File: config.mk
export PLATFORM = sky130hd
export DESIGN_NAME = key_signal_decoder_flat
export DESIGN_NICKNAME = d
export VERILOG_FILES = /design/src/rtl/key_signal_decoder_if.sv /design/src/rtl/key_signal_decoder.sv /design/src/flat_wrapper.sv
export SDC_FILE = /design/constraint.sdc
export NUM_CORES = 1
export LEC_CHECK = 0
export BUFFER_PORTS_ARGS = -buffer_cell sky130_fd_sc_hd__buf_2
export CAP_MARGIN = 30
export CORE_UTILIZATION = 58
export CTS_BUF_LIST = sky130_fd_sc_hd__clkbuf_16
export DETAILED_ROUTE_END_ITERATION = 8
export PLACE_DENSITY_LB_ADDON = 0.1
export SLEW_MARGIN = 20
export SYNTH_ARGS = -nofsm -noshare
export SYNTH_HDL_FRONTEND = slang
export SYNTH_SLANG_ARGS = --single-unit
File: constraint.sdc
create_clock -name clk -period 2.97 [get_ports clk]
set_clock_uncertainty 0.15 [all_clocks]
set_input_delay 0.1485 -clock clk [delete_from_list [all_inputs] [get_ports clk]]
set_output_delay 0.1485 -clock clk [all_outputs]
set_load 0.01 [all_outputs]
File: src/rtl/key_signal_decoder_if.sv
// PS/2 pin pair and decoded key-level bundle for key_signal_decoder.
// The decoder sits on the slave modport; the PS/2 source and the consumers sit on the master side.
interface key_signal_decoder_if;
  logic       ps2_clk;
  logic       ps2_data;
  logic       W_signal;
  logic       A_signal;
  logic       S_signal;
  logic       D_signal;
  logic       SPACE_signal;
  logic       ENTER_signal;
  logic       byte_valid;
  logic [7:0] byte_data;
  logic       frame_err;

  modport master (
    output ps2_clk,
    output ps2_data,
    input  W_signal,
    input  A_signal,
    input  S_signal,
    input  D_signal,
    input  SPACE_signal,
    input  ENTER_signal,
    input  byte_valid,
    input  byte_data,
    input  frame_err
  );

  modport slave (
    input  ps2_clk,
    input  ps2_data,
    output W_signal,
    output A_signal,
    output S_signal,
    output D_signal,
    output SPACE_signal,
    output ENTER_signal,
    output byte_valid,
    output byte_data,
    output frame_err
  );
endinterface

File: src/rtl/key_signal_decoder.sv
// PS/2 scan-code set 2 receiver: deframes bytes, tracks make/break and drives held-key levels.
// Optional KEY_ARROW_ALIAS_EN makes the extended arrow keys alias W/A/S/D.
module key_signal_decoder #(
  parameter int unsigned TIMEOUT_CYCLES = 50000
) (
  input logic            clk,
  input logic            rst,
  key_signal_decoder_if.slave bus
);

  localparam int unsigned TcntW = (TIMEOUT_CYCLES > 1) ? $clog2(TIMEOUT_CYCLES) : 1;

  typedef enum logic [1:0] {
    StIdle,
    StBrk,
    StExt,
    StExtBrk
  } byte_state_e;

  // Key bit order: W, A, S, D, SPACE, ENTER
  localparam int unsigned KeyW     = 0;
  localparam int unsigned KeyA     = 1;
  localparam int unsigned KeyS     = 2;
  localparam int unsigned KeyD     = 3;
  localparam int unsigned KeySpace = 4;
  localparam int unsigned KeyEnter = 5;

  // ---------------------------------------------------------------------------
  // Input synchronisers. Everything resets low so a falling edge is only seen
  // after a genuine high level has been sampled following reset.
  // ---------------------------------------------------------------------------
  logic clk_s1_q, clk_s2_q, clk_prev_q;
  logic data_s1_q, data_s2_q;
  logic fall;

  always_ff @(posedge clk) begin
    if (rst) begin
      clk_s1_q   <= 1'b0;
      clk_s2_q   <= 1'b0;
      clk_prev_q <= 1'b0;
      data_s1_q  <= 1'b0;
      data_s2_q  <= 1'b0;
    end else begin
      clk_s1_q   <= bus.ps2_clk;
      clk_s2_q   <= clk_s1_q;
      clk_prev_q <= clk_s2_q;
      data_s1_q  <= bus.ps2_data;
      data_s2_q  <= data_s1_q;
    end
  end

  assign fall = clk_prev_q & ~clk_s2_q;

  // ---------------------------------------------------------------------------
  // Deframer with idle timeout
  // ---------------------------------------------------------------------------
  logic [10:0]      frame_q, frame_d, frame_shift;
  logic [3:0]       bit_cnt_q, bit_cnt_d;
  logic [TcntW-1:0] tcnt_q, tcnt_d;
  logic [7:0]       byte_q, byte_d;
  logic             valid_q, valid_d;
  logic             err_q, err_d;
  logic             frame_good;

  assign frame_shift = {data_s2_q, frame_q[10:1]};
  assign frame_good  = ~frame_shift[0] & frame_shift[10] & (^frame_shift[9:1]);

  always_comb begin
    frame_d   = frame_q;
    bit_cnt_d = bit_cnt_q;
    tcnt_d    = tcnt_q;
    byte_d    = byte_q;
    valid_d   = 1'b0;
    err_d     = 1'b0;
    if (fall) begin
      // An edge always wins over a timeout expiring in the same cycle.
      frame_d = frame_shift;
      tcnt_d  = '0;
      if (bit_cnt_q == 4'd10) begin
        bit_cnt_d = 4'd0;
        if (frame_good) begin
          valid_d = 1'b1;
          byte_d  = frame_shift[8:1];
        end else begin
          err_d = 1'b1;
        end
      end else begin
        bit_cnt_d = bit_cnt_q + 4'd1;
      end
    end else if (bit_cnt_q != 4'd0) begin
      if (tcnt_q == TcntW'(TIMEOUT_CYCLES - 1)) begin
        bit_cnt_d = 4'd0;
        tcnt_d    = '0;
        err_d     = 1'b1;
      end else begin
        tcnt_d = tcnt_q + TcntW'(1);
      end
    end
  end

  always_ff @(posedge clk) begin
    if (rst) begin
      frame_q   <= '0;
      bit_cnt_q <= 4'd0;
      tcnt_q    <= '0;
      byte_q    <= 8'h00;
      valid_q   <= 1'b0;
      err_q     <= 1'b0;
    end else begin
      frame_q   <= frame_d;
      bit_cnt_q <= bit_cnt_d;
      tcnt_q    <= tcnt_d;
      byte_q    <= byte_d;
      valid_q   <= valid_d;
      err_q     <= err_d;
    end
  end

  // ---------------------------------------------------------------------------
  // Make/break sequencer
  // ---------------------------------------------------------------------------
  byte_state_e state_q, state_d;
  logic [5:0]  key_q, key_d;
  logic [3:0]  arrow_q, arrow_d;
  logic        is_break, is_ext;

  always_comb begin
    state_d  = state_q;
    key_d    = key_q;
    arrow_d  = arrow_q;
    is_break = (state_q == StBrk) || (state_q == StExtBrk);
    is_ext   = (state_q == StExt) || (state_q == StExtBrk);
    if (valid_q) begin
      if (byte_q == 8'hE0) begin
        state_d = StExt;
      end else if (byte_q == 8'hF0 && state_q == StIdle) begin
        state_d = StBrk;
      end else if (byte_q == 8'hF0 && state_q == StExt) begin
        state_d = StExtBrk;
      end else begin
        state_d = StIdle;
        if (!is_ext) begin
          case (byte_q)
            8'h1D:   key_d[KeyW]     = ~is_break;
            8'h1C:   key_d[KeyA]     = ~is_break;
            8'h1B:   key_d[KeyS]     = ~is_break;
            8'h23:   key_d[KeyD]     = ~is_break;
            8'h29:   key_d[KeySpace] = ~is_break;
            8'h5A:   key_d[KeyEnter] = ~is_break;
            default: ;
          endcase
        end else begin
`ifdef KEY_ARROW_ALIAS_EN
          case (byte_q)
            8'h75:   arrow_d[KeyW] = ~is_break;
            8'h6B:   arrow_d[KeyA] = ~is_break;
            8'h72:   arrow_d[KeyS] = ~is_break;
            8'h74:   arrow_d[KeyD] = ~is_break;
            default: ;
          endcase
`else
          arrow_d = arrow_q;
`endif
        end
      end
    end
  end

  always_ff @(posedge clk) begin
    if (rst) begin
      state_q <= StIdle;
      key_q   <= '0;
      arrow_q <= '0;
    end else begin
      state_q <= state_d;
      key_q   <= key_d;
      arrow_q <= arrow_d;
    end
  end

  // ---------------------------------------------------------------------------
  // Outputs
  // ---------------------------------------------------------------------------
  assign bus.W_signal     = key_q[KeyW] | arrow_q[KeyW];
  assign bus.A_signal     = key_q[KeyA] | arrow_q[KeyA];
  assign bus.S_signal     = key_q[KeyS] | arrow_q[KeyS];
  assign bus.D_signal     = key_q[KeyD] | arrow_q[KeyD];
  assign bus.SPACE_signal = key_q[KeySpace];
  assign bus.ENTER_signal = key_q[KeyEnter];
  assign bus.byte_valid   = valid_q;
  assign bus.byte_data    = byte_q;
  assign bus.frame_err    = err_q;

endmodule

File: src/flat_wrapper.sv
// flat-port wrapper written by rule: the top's interface ports become plain ports
module key_signal_decoder_flat 
#(
  parameter int unsigned TIMEOUT_CYCLES = 50000
)
  (clk, rst, bus_ps2_clk, bus_ps2_data, bus_W_signal, bus_A_signal, bus_S_signal, bus_D_signal, bus_SPACE_signal, bus_ENTER_signal, bus_byte_valid, bus_byte_data, bus_frame_err);
  key_signal_decoder_if bus_i ();
  input logic clk;
  input logic rst;
  input wire logic [$bits(bus_i.ps2_clk)-1:0] bus_ps2_clk;
  input wire logic [$bits(bus_i.ps2_data)-1:0] bus_ps2_data;
  output wire logic [$bits(bus_i.W_signal)-1:0] bus_W_signal;
  output wire logic [$bits(bus_i.A_signal)-1:0] bus_A_signal;
  output wire logic [$bits(bus_i.S_signal)-1:0] bus_S_signal;
  output wire logic [$bits(bus_i.D_signal)-1:0] bus_D_signal;
  output wire logic [$bits(bus_i.SPACE_signal)-1:0] bus_SPACE_signal;
  output wire logic [$bits(bus_i.ENTER_signal)-1:0] bus_ENTER_signal;
  output wire logic [$bits(bus_i.byte_valid)-1:0] bus_byte_valid;
  output wire logic [$bits(bus_i.byte_data)-1:0] bus_byte_data;
  output wire logic [$bits(bus_i.frame_err)-1:0] bus_frame_err;
  assign bus_i.ps2_clk = bus_ps2_clk;
  assign bus_i.ps2_data = bus_ps2_data;
  assign bus_W_signal = bus_i.W_signal;
  assign bus_A_signal = bus_i.A_signal;
  assign bus_S_signal = bus_i.S_signal;
  assign bus_D_signal = bus_i.D_signal;
  assign bus_SPACE_signal = bus_i.SPACE_signal;
  assign bus_ENTER_signal = bus_i.ENTER_signal;
  assign bus_byte_valid = bus_i.byte_valid;
  assign bus_byte_data = bus_i.byte_data;
  assign bus_frame_err = bus_i.frame_err;
  key_signal_decoder #(.TIMEOUT_CYCLES(TIMEOUT_CYCLES)) u_core (.clk(clk), .rst(rst), .bus(bus_i));
endmodule
### After elaboration in Yosys (flattened, before gate mapping)

Cells that the tools add are included.

| word-level totals | value |
|---|---|
| output and inout port bits | 16 |
| logic and storage cells | 78 |
| flip-flop bits (word level) | 54 |
| bits of input ports | 4 |

| cells by class | value |
|---|---|
| reductions and logical operators | 19 |
| add/subtract/negate cells | 2 |
| equal/unequal tests | 13 |
| multiplexer cells | 14 |
| bitwise operators | 12 |

Operators with widths:

| kind | number |
|---|---|
| $reduce_and 6->1 | 6 |
| $eq 8x5->1 const B | 3 |
| $add 16x1->16 const B | 1 |
| $eq 16x16->1 const B | 1 |
| $eq 8x6->1 const B | 2 |
| $eq 8x8->1 const B | 2 |
| $mux 16 | 1 |
| $mux 4 | 4 |
| $not 1->1 | 9 |
| $reduce_xor 9->1 | 1 |
| $eq 8x7->1 const B | 1 |
| $mux 1 | 6 |
| $mux 2 | 3 |
| $add 4x1->4 const B | 1 |
| $eq 2x2->1 const B | 2 |
| $eq 4x4->1 const B | 1 |
| $reduce_bool 2->1 | 2 |
| $reduce_bool 4->1 | 1 |
| $and 1x1->1 | 3 |
| $reduce_and 3->1 | 1 |
| $reduce_or 3->1 | 1 |
| $eq 2x1->1 const B | 1 |
| $logic_and 1x1->1 | 2 |
| $logic_not 2->1 | 1 |
| other kinds (3) | 4 |

### Longest topological paths before layout

Gate-level depths: netlist (run 1).

| logic depth | value |
|---|---|
| depth after elaboration | 6 |
| gate-level depth with buffers | 8 |
| gate-level depth less buffers | 6 |

### Least setup slack after synthesis (run 1)

OpenSTA, ideal clock, no wires.

| path | value |
|---|---|
| path type | register to register |
| start | register u_core.bit_cnt_q[0] |
| end | register u_core.tcnt_q[0] |
| cell stages (with the launch flop) | 9 |
| library setup time | 0.128 ns |
| data arrival time | 1.848 ns |
| data required time | 2.692 ns |
| buffers on the path | 2 |
| clock period less this slack | 2.126 ns |
| slack | 0.844 ns |
| path through | dfxtp_1 inv_1 ha_1 or3b_2 buf_2 nand3_1 o21ai_1 clkbuf_1 nor2_1 |

| on the way | value |
|---|---|
| cells in the longest elaborated chain, start to end | 1 |

Ends and longest elaborated chain:

| item | line | source |
|---|---|---|
| start, declared | key_signal_decoder.sv:58 | `logic [3:0] bit_cnt_q, bit_cnt_d;` |
| start signal, assigned | key_signal_decoder.sv:111 | `bit_cnt_q <= bit_cnt_d;` |
| $reduce_bool 4->1 | key_signal_decoder.sv:90 | `end else if (bit_cnt_q != 4'd0) begin` |
| end signal, assigned | key_signal_decoder.sv:112 | `tcnt_q <= tcnt_d;` |
| end, declared | key_signal_decoder.sv:59 | `logic [TcntW-1:0] tcnt_q, tcnt_d;` |

No other way between the ends.
A chain may end at the register's enable or synchronous reset.

### Final worst setup path (run 1)

| path | value |
|---|---|
| start | register u_core.clk_s2_q |
| end | register u_core.byte_q[7], in the netlist u_core.bus.byte_data[7] |

| on the way | value |
|---|---|
| cells in the longest elaborated chain, start to end | 3 |

Ends and longest elaborated chain:

| item | line | source |
|---|---|---|
| start, declared | key_signal_decoder.sv:32 | `logic clk_s1_q, clk_s2_q, clk_prev_q;` |
| start signal, assigned | key_signal_decoder.sv:45 | `clk_s2_q <= clk_s1_q;` |
| $not 1->1 | key_signal_decoder.sv:52 | `assign fall = clk_prev_q & ~clk_s2_q;` |
| $and 1x1->1 | key_signal_decoder.sv:52 |  |
| $reduce_and 3->1 (no line) | n/a |  |
| end signal, assigned | key_signal_decoder.sv:113 | `byte_q <= byte_d;` |
| end, declared | key_signal_decoder.sv:60 | `logic [7:0] byte_q, byte_d;` |

No other way between the ends.

==> out/results.tsv, run 1 <==
stage	metric	value	unit
outcome	outcome	completed	
timing	number of hold-slack violations in the final timing report	0	
cts	number of sinks handled by clock tree synthesis	53	
timing	unrepaired setup endpoints after global routing	false	
cts	maximum clock path buffer count	2	
floorplanning	vertical die dimension	66.48	microns
flow_run	number of max-capacitance violations reported	0	
cts	H-tree depth reported by CTS	2	
synth	warnings from Yosys	0	
synth	Netlist Area Pre-Place	2411	sq um
cells_and_area	Nets	296	
timing	total of endpoints with negative setup slack in the final report	0	
timing	achievable clock frequency	446.1	MHz
pwr	standby leakage power	1.026	nW
global_route	first-pass GRT wire length	6.624	mm
detailed_routing	DR vias	1832	
global_route	via count of the first global-routing pass	1518	
setup_path	cell type group with the largest total delay on the critical path	simple AND/OR/NAND/NOR gates	
worst_hold_path	Min-Delay Path Class	in -> reg	
cts	post-cts resize count	0	
floorplanning	die area	4419	sq um
pwr	P per Cell Area	506.4	nW/um^2
place	Placed Instance Area	2541	sq um
detailed_routing	post-detailed-route wirelength per cell	12.55	microns
floorplanning	number of top-level pins	20	
timing	relative slew slack	0.5641	
setup_path	largest fanout on the critical path	17	
cells_and_area	most frequent cells in the layout	53 x dfxtp_1, 29 x nand2_1, 21 x a21oi_1	
timing	setup TNS after final layout	0	ns
setup_path	element type at the critical path end	register	
cells_and_area	non-filler cells in the finished layout	339	
detailed_routing	number of nets with antenna violations after detailed routing	0	
timing	min cycle time layout	2.242	ns
detailed_routing	Iteration-0 DRC Markers	135	
synth	count of different cell masters after synthesis	41	
synth	Synth Register Bits	53	
cts	number of CTS-inserted buffers	5	
cts	root buffer cell	clkbuf_16	
synth	cells after synthesis	269	
floorplanning	starting density of the core	0.6028	
setup_path	category of the critical setup timing path	reg -> reg	
cells_and_area	diode count	0	
place	worst slack after detailed placement	0.7386	ns
global_route	global-route congestion overflow total	0	
setup_path	stage delay of the slowest cell on the critical path	0.67	ns
timing	Slew Limit Fails	0	
synth	Post-synth EDFFs	0	
floorplanning	CORE AREA	4000	sq um
setup_path	data arrival time of the worst path	2.30	ns
place	number of buffer cells added on primary ports	19	
global_route	largest net degree at the start of global routing	45	
synth	fraction of synthesis flops using an asynchronous set or reset pin	0	
cts	CTS tree	yes	
detailed_routing	final wirelength	4.256	mm
setup_path	cells traversed along the worst timing path	nand2b_1 > or4_1 > mux2i_4 > mux2i_1	
cells_and_area	Syn-to-layout area delta	12.97	%
setup_path	sum of buffers and inverters on the critical path	0	
timing	transition time at the pin with the least slew margin	0.6538	ns
place	half-perimeter wire length of the detailed placement result	2.907	mm
detailed_routing	residual DRC count	0	
global_route	initial antenna violation count	0	
synth	proportion of synthesized chip area in sequential cells	0.4401	
cts	source-to-sink clock delay at the later pin of the worst-skew pair	0.28	ns
timing	final worst setup slack	0.7285	ns
cells_and_area	total non-filler cell area in the finished layout	2724	sq um
setup_path	Worst Setup Start Kind	register	
cells_and_area	proportion of layout cells with a drive suffix above 1	0.1142	
timing	period utilisation layout	0.7547	
pwr	maximum resistive drop on vdd	0.3151	mV
global_route	total routing resource utilization after global routing	0.1994	
cells_and_area	fill cell instance count of the final layout	346	
detailed_routing	vias per inst	5.404	
setup_path	required time at the endpoint of the critical path	3.03	ns
setup_path	slowest library cell on the worst path	or4_1	
cells_and_area	most common library cell in the layout ignoring fill and taps	dfxtp_1	
pwr	final total power	1.379	mW
synth	Synthesized Nets	277	
synth	Most used DFF post-synth	dfxtp_1	
floorplanning	num rows	23	
place	count of placed standard cells including taps	329	
synth	Mapped Avg Cell Area	8.963	sq um
detailed_routing	detailed-routing iteration count for the pre-antenna-repair pass	4	
place	routability congestion estimate from global placement	0.7355	
cts	Reg clk slew, reported paths	0.06	ns
floorplanning	die width	66.48	microns
-- worst reg2reg max path, delay by kind of cell, from the launching register on --
family	cells	cell delay, ns
simple gates	2	1.05
mux	2	0.66
flops	1	0.31
-- kinds of logic (layout without fill, tap and decap cells) --
logic type / count (synthesis) / in the layout / share of synthesized area
compound gates: 39 / 39 / 0.08926
xor+xnor: 14 / 14 / 0.06331
fa+ha+maj: 4 / 4 / 0.02076
buf+inv: 19 / 39 / 0.03009
flops: 53 / 53 / 0.4401
mux: 15 / 15 / 0.06746
simple gates: 125 / 125 / 0.2891
-- cell usage after synthesis, types with 3 or more instances --
cell type	instances	area share
dfxtp_1	53	0.44
nand2_1	29	0.045
a21oi_1	21	0.044
nor2_1	20	0.031
nand2b_1	17	0.044
mux2i_1	14	0.058
o21ai_0	10	0.021
clkbuf_1	9	0.014
nand3_1	9	0.019
nor2b_1	9	0.023
xor2_1	9	0.033
inv_1	8	0.012
nand4_1	7	0.018
or4_1	6	0.019
o31ai_1	5	0.016
ha_1	4	0.021
and3_1	3	0.0078
and4_1	3	0.011
nor4_1	3	0.0078
nor4b_1	3	0.011
or3_1	3	0.0078
xnor2_1	3	0.011
-- metrics by stage --
| stage | hold WS [ns] | utilization |
|---|---|---|
| after floorplan | 0.1267 | - |
| after global placement | 0.2075 | 0.6353 |
| after detailed placement | 0.2123 | 0.6353 |
| after CTS | 0.2252 | 0.6810 |
| after global routing | 0.2519 | 0.6810 |
| final | 0.2277 | 0.6810 |
-- cell type report --
type	instances	area, sq um	area share
inverters	8	30.03	0.01102
well taps	50	62.56	0.02297
clock inverters	3	37.54	0.01378
multi-input cells	197	1277	0.4690
repair buffers	23	130.1	0.04777
clock buffers	5	125.1	0.04593
flip-flops and latches	53	1061	0.3895
-- power by group --
part           internal (mW)  switching [mW]  leakage (nW)
clock network          0.392           0.237        0.0826
registers              0.715         0.00213         0.428
logic                 0.0135          0.0203         0.516
-- metal layers --
| layer | vias up | wire length, microns | global-route usage |
|---|---|---|---|
| li1 | 974 | - | - |
| met1 | 832 | 2126 | 0.2455 |
| met2 | 20 | 1971 | 0.3342 |
| met3 | 6 | 94 | 0.04623 |
| met4 | 0 | 63 | 0.07979 |
| met5 | - | 0 | 0 |
-- sequential cells by signal, indices dropped and copies added, names as in the netlist --
name	count
u_core.data_s2_q	1
u_core.bus.byte_data	8
u_core.key_q	6
u_core.bit_cnt_q	4
u_core.bus.byte_valid	1
u_core.frame_q	10
u_core.data_s1_q	1
u_core.tcnt_q	16
u_core.state_q	2
u_core.clk_s2_q	1
u_core.clk_prev_q	1
u_core.bus.frame_err	1
u_core.clk_s1_q	1
-- path summary, 6_finish.rpt --
check	from	end	slack, ns	cells after the start
setup / recovery	u_core.clk_s2_q	u_core.bus.byte_data[7]	0.73	4
hold / removal	rst	u_core.key_q[4]	0.23	2
setup reg to reg	u_core.clk_s2_q	u_core.bus.byte_data[7]	0.73	4
hold reg to reg	u_core.clk_s1_q	u_core.clk_s2_q	0.29	1
-- what timing repair did --
action | in CTS | in global routing
endpoints found under the hold margin | 2 | 0
hold buffers | 2 | 0
buffers inserted | 0 | 0
Power figures use the tool's default switching activity.
==> run 2, diff against run 1 <==
- CORE_UTILIZATION: 58 -> 53
- clock period: 2.97 -> 1.88 ns (I/O delays scaled with it)
==> out/results.tsv, run 2 (same netlist as run 1, synthesis figures left out) <==
stage	metric	value	unit	change
global_route	initial antenna violation count	0		unchanged
setup_path	largest fanout on the critical path	9		-8
place	routability congestion estimate from global placement	0.7298		-0.77%
worst_hold_path	Endpoint, Worst Hold	u_core.frame_q[5]		
setup_path	R2R cell count	5		+1
timing	transition time at the pin with the least slew margin	0.4503	ns	-0.2035 ns
cells_and_area	number of flip-flops in the largest register	16		unchanged
cts	maximum clock path buffer count	2		unchanged
detailed_routing	post-detailed-route wirelength per cell	13.81	microns	+10%
pwr	final total power	2.360	mW	+71%
detailed_routing	residual DRC count	0		unchanged
floorplanning	die width	69.45	microns	+4.5%
timing	unrepaired setup endpoints after global routing	true		
cells_and_area	Nets	317		+7.1%
cells_and_area	most common library cell in the layout ignoring fill and taps	dfxtp_1		
timing	relative slew slack	0.6957		+0.1316
timing	period utilisation layout	1.047		+0.2923
floorplanning	num rows	24		+4.3%
place	Placed Instance Area	2718	sq um	+6.9%
global_route	via count of the first global-routing pass	1905		+25%
setup_path	endpoint of the worst-slack reg-to-reg timing path	u_core.bus.byte_data[0]		
flow_run	number of max-capacitance violations reported	0		unchanged
setup_path	category of the critical setup timing path	reg -> reg		
timing	Slew Limit Fails	0		unchanged
place	worst slack after detailed placement	-0.06064	ns	-0.7993 ns
setup_path	Worst Setup Start Kind	register		
worst_hold_path	number of stages on the worst hold path	2		unchanged
global_route	largest net degree at the start of global routing	20		-56%
global_route	total routing resource utilization after global routing	0.2179		+0.01846
timing	total of endpoints with negative setup slack in the final report	9		+9
setup_path	stage delay of the slowest cell on the critical path	0.45	ns	-0.22 ns
detailed_routing	vias per inst	5.456		+0.96%
timing	final worst setup slack	-0.08834	ns	-0.8168 ns
floorplanning	die area	4823	sq um	+9.1%
setup_path	slowest library cell on the worst path	xor3_2		
cts	CTS tree	yes		
floorplanning	CORE AREA	4354	sq um	+8.9%
setup_path	reg2reg start	u_core.frame_q[3]		
cts	root buffer cell	clkbuf_16		
setup_path	reg-to-reg slack, setup	-0.09	ns	-0.82 ns
global_route	global-route congestion overflow total	0		unchanged
cts	source-to-sink clock delay at the later pin of the worst-skew pair	0.29	ns	about the same
cells_and_area	top register by number of flip-flops	u_core.tcnt_q		
pwr	standby leakage power	1.154	nW	+12%
setup_path	data arrival time of the worst path	2.04	ns	-0.26 ns
cts	number of sinks handled by clock tree synthesis	53		unchanged
pwr	P per Cell Area	786.6	nW/um^2	+55%
worst_hold_path	Min-Delay Path Class	in -> reg		
cells_and_area	proportion of layout cells with a drive suffix above 1	0.2323		+0.1181
setup_path	element type at the critical path end	register		
timing	achievable clock frequency	508.0	MHz	+14%
detailed_routing	number of nets with antenna violations after detailed routing	0		unchanged
cells_and_area	Syn-to-layout area delta	24.44	%	
outcome	violations in the final reports	setup timing		
cells_and_area	fill cell instance count of the final layout	360		+4.0%
timing	number of hold-slack violations in the final timing report	0		unchanged
detailed_routing	Iteration-0 DRC Markers	111		-18%
place	number of buffer cells added on primary ports	19		unchanged
detailed_routing	final wirelength	4.998	mm	+17%
cts	H-tree depth reported by CTS	2		unchanged
cells_and_area	most frequent cells in the layout	49 x dfxtp_1, 28 x nand2_1, 22 x buf_4		
floorplanning	vertical die dimension	69.45	microns	+4.5%
cts	Reg clk slew, reported paths	0.07	ns	about the same
place	half-perimeter wire length of the detailed placement result	3.354	mm	+15%
timing	min cycle time layout	1.968	ns	-0.2732 ns
outcome	outcome	finished with violations		
detailed_routing	detailed-routing iteration count for the pre-antenna-repair pass	4		unchanged
worst_hold_path	startpoint of the most critical hold path	rst		
floorplanning	starting density of the core	0.5537		-0.04902
timing	worst hold slack across all endpoints	0.01349	ns	-0.2142 ns
cts	number of CTS-inserted buffers	5		unchanged
cells_and_area	total non-filler cell area in the finished layout	3000	sq um	+10%
floorplanning	number of top-level pins	20		unchanged
setup_path	cells traversed along the worst timing path	xor3_2 > or4_4 > mux2i_4 > buf_12 > mux2i_1		
detailed_routing	DR vias	1975		+7.8%
global_route	first-pass GRT wire length	8.514	mm	+29%
setup_path	required time at the endpoint of the critical path	1.95	ns	-1.08 ns
cells_and_area	diode count	0		unchanged
pwr	maximum resistive drop on vdd	0.4362	mV	+38%
-- run 2: cell count changes in the layout (fill, tap and decap cells not counted), sizes merged --
cell / previous run / this run
inv: 9 / 8
buf: 21 / 42
bufinv: 1 / 2
-- run 2: final cells by class --
cell class              instances  area [sq um]  share of cell area
flip-flops and latches         53          1066              0.3553
clock inverters                 3         65.06             0.02168
repair buffers                 44         300.3              0.1001
inverters                       8         32.53             0.01084
clock buffers                   5         125.1             0.04170
multi-input cells             197          1346              0.4487
well taps                      52         65.06             0.02168
-- run 2: critical path: cells and delay by family (launching register included) --
kind	cells	cell delay [ns]
DFF	1	0.33
xor gates and xnor gates	1	0.45
buffers and inverters	1	0.16
muxes	2	0.37
and+or+nand+nor	1	0.44
-- run 2: repair_timing --
action,4_1_cts,5_1_grt
resized for setup,4,13
pin swaps,1,1
hold buffers,2,0
hold endpoints to repair,2,0
buffers inserted,2,0
endpoints found under the setup margin,14,28
-- run 2: how the worst max path moves through the flow --
stage | to | slack, ns | from | cells after the start
6_report | u_core.bus.byte_data[0] | -0.09 | u_core.frame_q[3] | 5
5_1_grt | u_core.bus.byte_data[7] | -0.17 | u_core.frame_q[3] | 5
4_1_cts | u_core.bus.byte_data[7] | -0.1 | u_core.frame_q[3] | 5
3_5_place_dp | u_core.bus.byte_data[0] | -0.06 | u_core.frame_q[3] | 5
3_3_place_gp | u_core.bus.byte_data[1] | -0.009 | u_core.frame_q[3] | 5
2_1_floorplan | u_core.bus.byte_data[0] | -0.07 | u_core.frame_q[3] | 4
-- run 2: routing by layer --
metal / vias up / part of all wire / global-route usage
met3: 7 / 0.018 / 0.04360
met2: 15 / 0.52 / 0.4024
met5: - / 0 / 0
met1: 937 / 0.45 / 0.2556
met4: 0 / 0.010 / 0.05442
li1: 1016 / - / -
-- run 2: report_power, final --
group / internal (mW) / switching, mW
clock: 0.760 / 0.398
combinational: 0.0299 / 0.0390
sequential: 1.13 / 0.00350
total: 1.92 / 0.441
-- run 2: metrics by stage --
step / utilization / TNS [ns] / cells
floorplan: - / -0.6049 / 269
global placement: 0.6241 / -0.06122 / 350
detailed placement: 0.6241 / -0.3929 / 350
CTS: 0.6787 / -0.6791 / 362
global route: 0.6891 / -1.330 / 362
finish: 0.6891 / -0.6606 / 362
==> run 3, diff against run 2 <==
- CORE_UTILIZATION: 53 -> 37
==> out/results.tsv, run 3 (same netlist as run 1, synthesis figures left out) <==
stage	metric	value	unit	change
outcome	outcome	finished with violations		
outcome	violations in the final reports	setup timing		
cells_and_area	number of flip-flops in the largest register	16		unchanged
pwr	Sw Pwr	490.3	uW	+11%
pwr	P per Cell Area	720.8	nW/um^2	-8.4%
place	number of buffer cells added on primary ports	19		unchanged
setup_path	required time at the endpoint of the critical path	1.96	ns	about the same
cells_and_area	fill cell instance count of the final layout	647		+80%
setup_path	worst setup path endpoint	u_core.bus.byte_data[0]		
place	routability congestion estimate from global placement	0.7705		+5.6%
cells_and_area	top register by number of flip-flops	u_core.tcnt_q		
floorplanning	number of top-level pins	20		unchanged
timing	setup TNS after final layout	-0.4390	ns	+0.2216 ns
global_route	via count of the first global-routing pass	1868		-1.9%
setup_path	reg-to-reg slack, setup	-0.06	ns	+0.03 ns
pwr	standby leakage power	1.141	nW	-1.1%
cells_and_area	Syn-to-layout area delta	23.82	%	
detailed_routing	final wirelength	5.057	mm	+1.2%
setup_path	element type at the critical path end	register		
detailed_routing	vias per inst	5.136		-5.9%
timing	Slew Limit Fails	0		unchanged
place	count of placed standard cells including taps	377		+7.7%
floorplanning	starting density of the core	0.3819		-0.1718
pwr	sequential cell fraction of total power	0.526		+0.046
setup_path	sum of buffers and inverters on the critical path	1		unchanged
setup_path	endpoint of the worst-slack reg-to-reg timing path	u_core.bus.byte_data[0]		
detailed_routing	met3 routed wirelength	82	microns	-8.9%
cells_and_area	diode count	0		unchanged
cts	H-tree depth reported by CTS	2		unchanged
pwr	share of power burned in combinational logic	0.031		+0.002
cells_and_area	total non-filler cell area in the finished layout	2985	sq um	-0.50%
detailed_routing	DR vias	1998		+1.2%
timing	number of hold-slack violations in the final timing report	0		unchanged
setup_path	slowest library cell on the worst path	xor3_2		
floorplanning	num rows	29		+21%
cells_and_area	Nets	319		+0.63%
timing	relative slew slack	0.7481		+0.05238
cts	root buffer cell	clkbuf_16		
setup_path	cell type group with the largest total delay on the critical path	XOR/XNOR gates		
detailed_routing	length of routed met2 wiring	2.494	mm	-4.9%
cts	number of CTS-inserted buffers	5		unchanged
cells_and_area	most frequent cells in the layout	50 x dfxtp_1, 28 x nand2_1, 24 x buf_4		
timing	final worst setup slack	-0.06293	ns	+0.02541 ns
setup_path	category of the critical setup timing path	reg -> reg		
pwr	maximum resistive drop on vdd	0.3488	mV	-20%
timing	unrepaired setup endpoints after global routing	true		
global_route	initial antenna violation count	0		unchanged
cts	Reg clk slew, reported paths	0.07	ns	about the same
detailed_routing	post-detailed-route wirelength per cell	13.00	microns	-5.8%
global_route	largest net degree at the start of global routing	24		+20%
floorplanning	die area	6843	sq um	+42%
detailed_routing	Top Layer Used	met4		
setup_path	cells traversed along the worst timing path	xor3_2 > or4_4 > mux2i_4 > buf_12 > mux2i_1		
setup_path	stage delay of the slowest cell on the critical path	0.45	ns	about the same
setup_path	largest fanout on the critical path	9		unchanged
cts	maximum clock path buffer count	2		unchanged
cells_and_area	non-filler cells in the finished layout	389		+7.5%
flow_run	number of max-capacitance violations reported	0		unchanged
global_route	first-pass GRT wire length	8.473	mm	-0.48%
setup_path	launch point of the worst path	u_core.frame_q[3]		
detailed_routing	detailed-routing iteration count for the pre-antenna-repair pass	4		unchanged
setup_path	Worst Setup Start Kind	register		
detailed_routing	number of nets with antenna violations after detailed routing	0		unchanged
timing	total of endpoints with negative setup slack in the final report	8		-1
setup_path	count of cell instances traversed by the critical path	5		unchanged
detailed_routing	WL met1	2.414	mm	+8.0%
floorplanning	vertical die dimension	82.73	microns	+19%
detailed_routing	Iteration-0 DRC Markers	37		-67%
pwr	switching portion of total power	0.2279		+0.04109
setup_path	data arrival time of the worst path	2.02	ns	-0.02 ns
cells_and_area	most common library cell in the layout ignoring fill and taps	dfxtp_1		
pwr	Int Pwr	1.661	mW	-13%
cells_and_area	fin util	0.4729		-0.2162
timing	min cycle time layout	1.943	ns	-0.02541 ns
floorplanning	die width	82.73	microns	+19%
place	Placed Instance Area	2764	sq um	+1.7%
timing	transition time at the pin with the least slew margin	0.3726	ns	-0.07769 ns
place	half-perimeter wire length of the detailed placement result	3.545	mm	+5.7%
cts	CTS tree	yes		
cts	source-to-sink clock delay at the later pin of the worst-skew pair	0.29	ns	about the same
pwr	part of the power in the clock network	0.443		-0.048
setup_path	R2R cell count	5		unchanged
timing	period utilisation layout	1.033		-0.01352
timing	achievable clock frequency	514.7	MHz	+1.3%
setup_path	reg2reg start	u_core.frame_q[3]		
floorplanning	CORE AREA	6314	sq um	+45%
global_route	global-route congestion overflow total	0		unchanged
global_route	total routing resource utilization after global routing	0.1628		-0.05510
detailed_routing	residual DRC count	0		unchanged
cells_and_area	proportion of layout cells with a drive suffix above 1	0.2212		-0.01110
worst_hold_path	Min-Delay Path Class	in -> reg		
cts	number of sinks handled by clock tree synthesis	53		unchanged
==> run 3: area by class of cell <==
type	instances	area [sq um]	area share
clock buffers	5	125.1	0.04191
clock inverters	3	25.02	0.008382
inverters	8	30.03	0.01006
multi-input cells	197	1329	0.4451
flip-flops and latches	53	1065	0.3567
well taps	77	96.34	0.03227
repair buffers	46	315.3	0.1056
==> run 3: per-layer routing <==
layer	track usage	vias to the layer above
met4	0.05345	0
li1	-	1022
met1	0.2033	950
met2	0.2795	19
met3	0.03077	7
met5	0	-
==> run 3: how the worst min path moves through the flow <==
stage	startpoint	end	slack, ns	cells after the start
floorplan	bus_ps2_clk	u_core.clk_s1_q	0.07	1
global placement	bus_ps2_data	u_core.data_s1_q	0.15	2
detailed placement	bus_ps2_data	u_core.data_s1_q	0.16	2
CTS	rst	u_core.clk_prev_q	0.04	2
global route	rst	u_core.data_s1_q	0.08	2
finish	rst	u_core.clk_prev_q	0.04	2
==> run 3: through the flow <==
stage	setup slack, ns	power, mW	hold WS (ns)
after global placement	-0.02668	1.217	0.1500
after detailed placement	-0.07042	1.218	0.1608
final	-0.06293	2.152	0.03545
after CTS	-0.07237	2.180	0.04276
after floorplan	-0.07266	1.202	0.07218
after global routing	-0.1277	2.235	0.08421
==> run 3: timing repair <==
item                                    CTS  global route
hold buffers                              2             0
endpoints found under the hold margin     2             0
gates resized for setup                   3             7
pin swaps                                 1             0
setup buffers                             2             0
endpoints found under the setup margin   14            23
==> run 3: power by group through the flow <==
stage | logic [mW] | registers (mW) | clock network, mW
2_1_floorplan | 0.0448 | 1.16 | 0
3_5_place_dp | 0.0600 | 1.16 | 0
5_1_grt | 0.0746 | 1.13 | 1.03
3_3_place_gp | 0.0598 | 1.16 | 0
4_1_cts | 0.0669 | 1.13 | 0.982
6_report | 0.0665 | 1.13 | 0.954
==> run 3: worst reg2reg max path, cell delays in order, from the launching register on <==
cell and delay, ns:
dfxtp_2 0.33, xor3_2 0.45, or4_4 0.44, mux2i_4 0.17, buf_12 0.16, mux2i_1 0.18
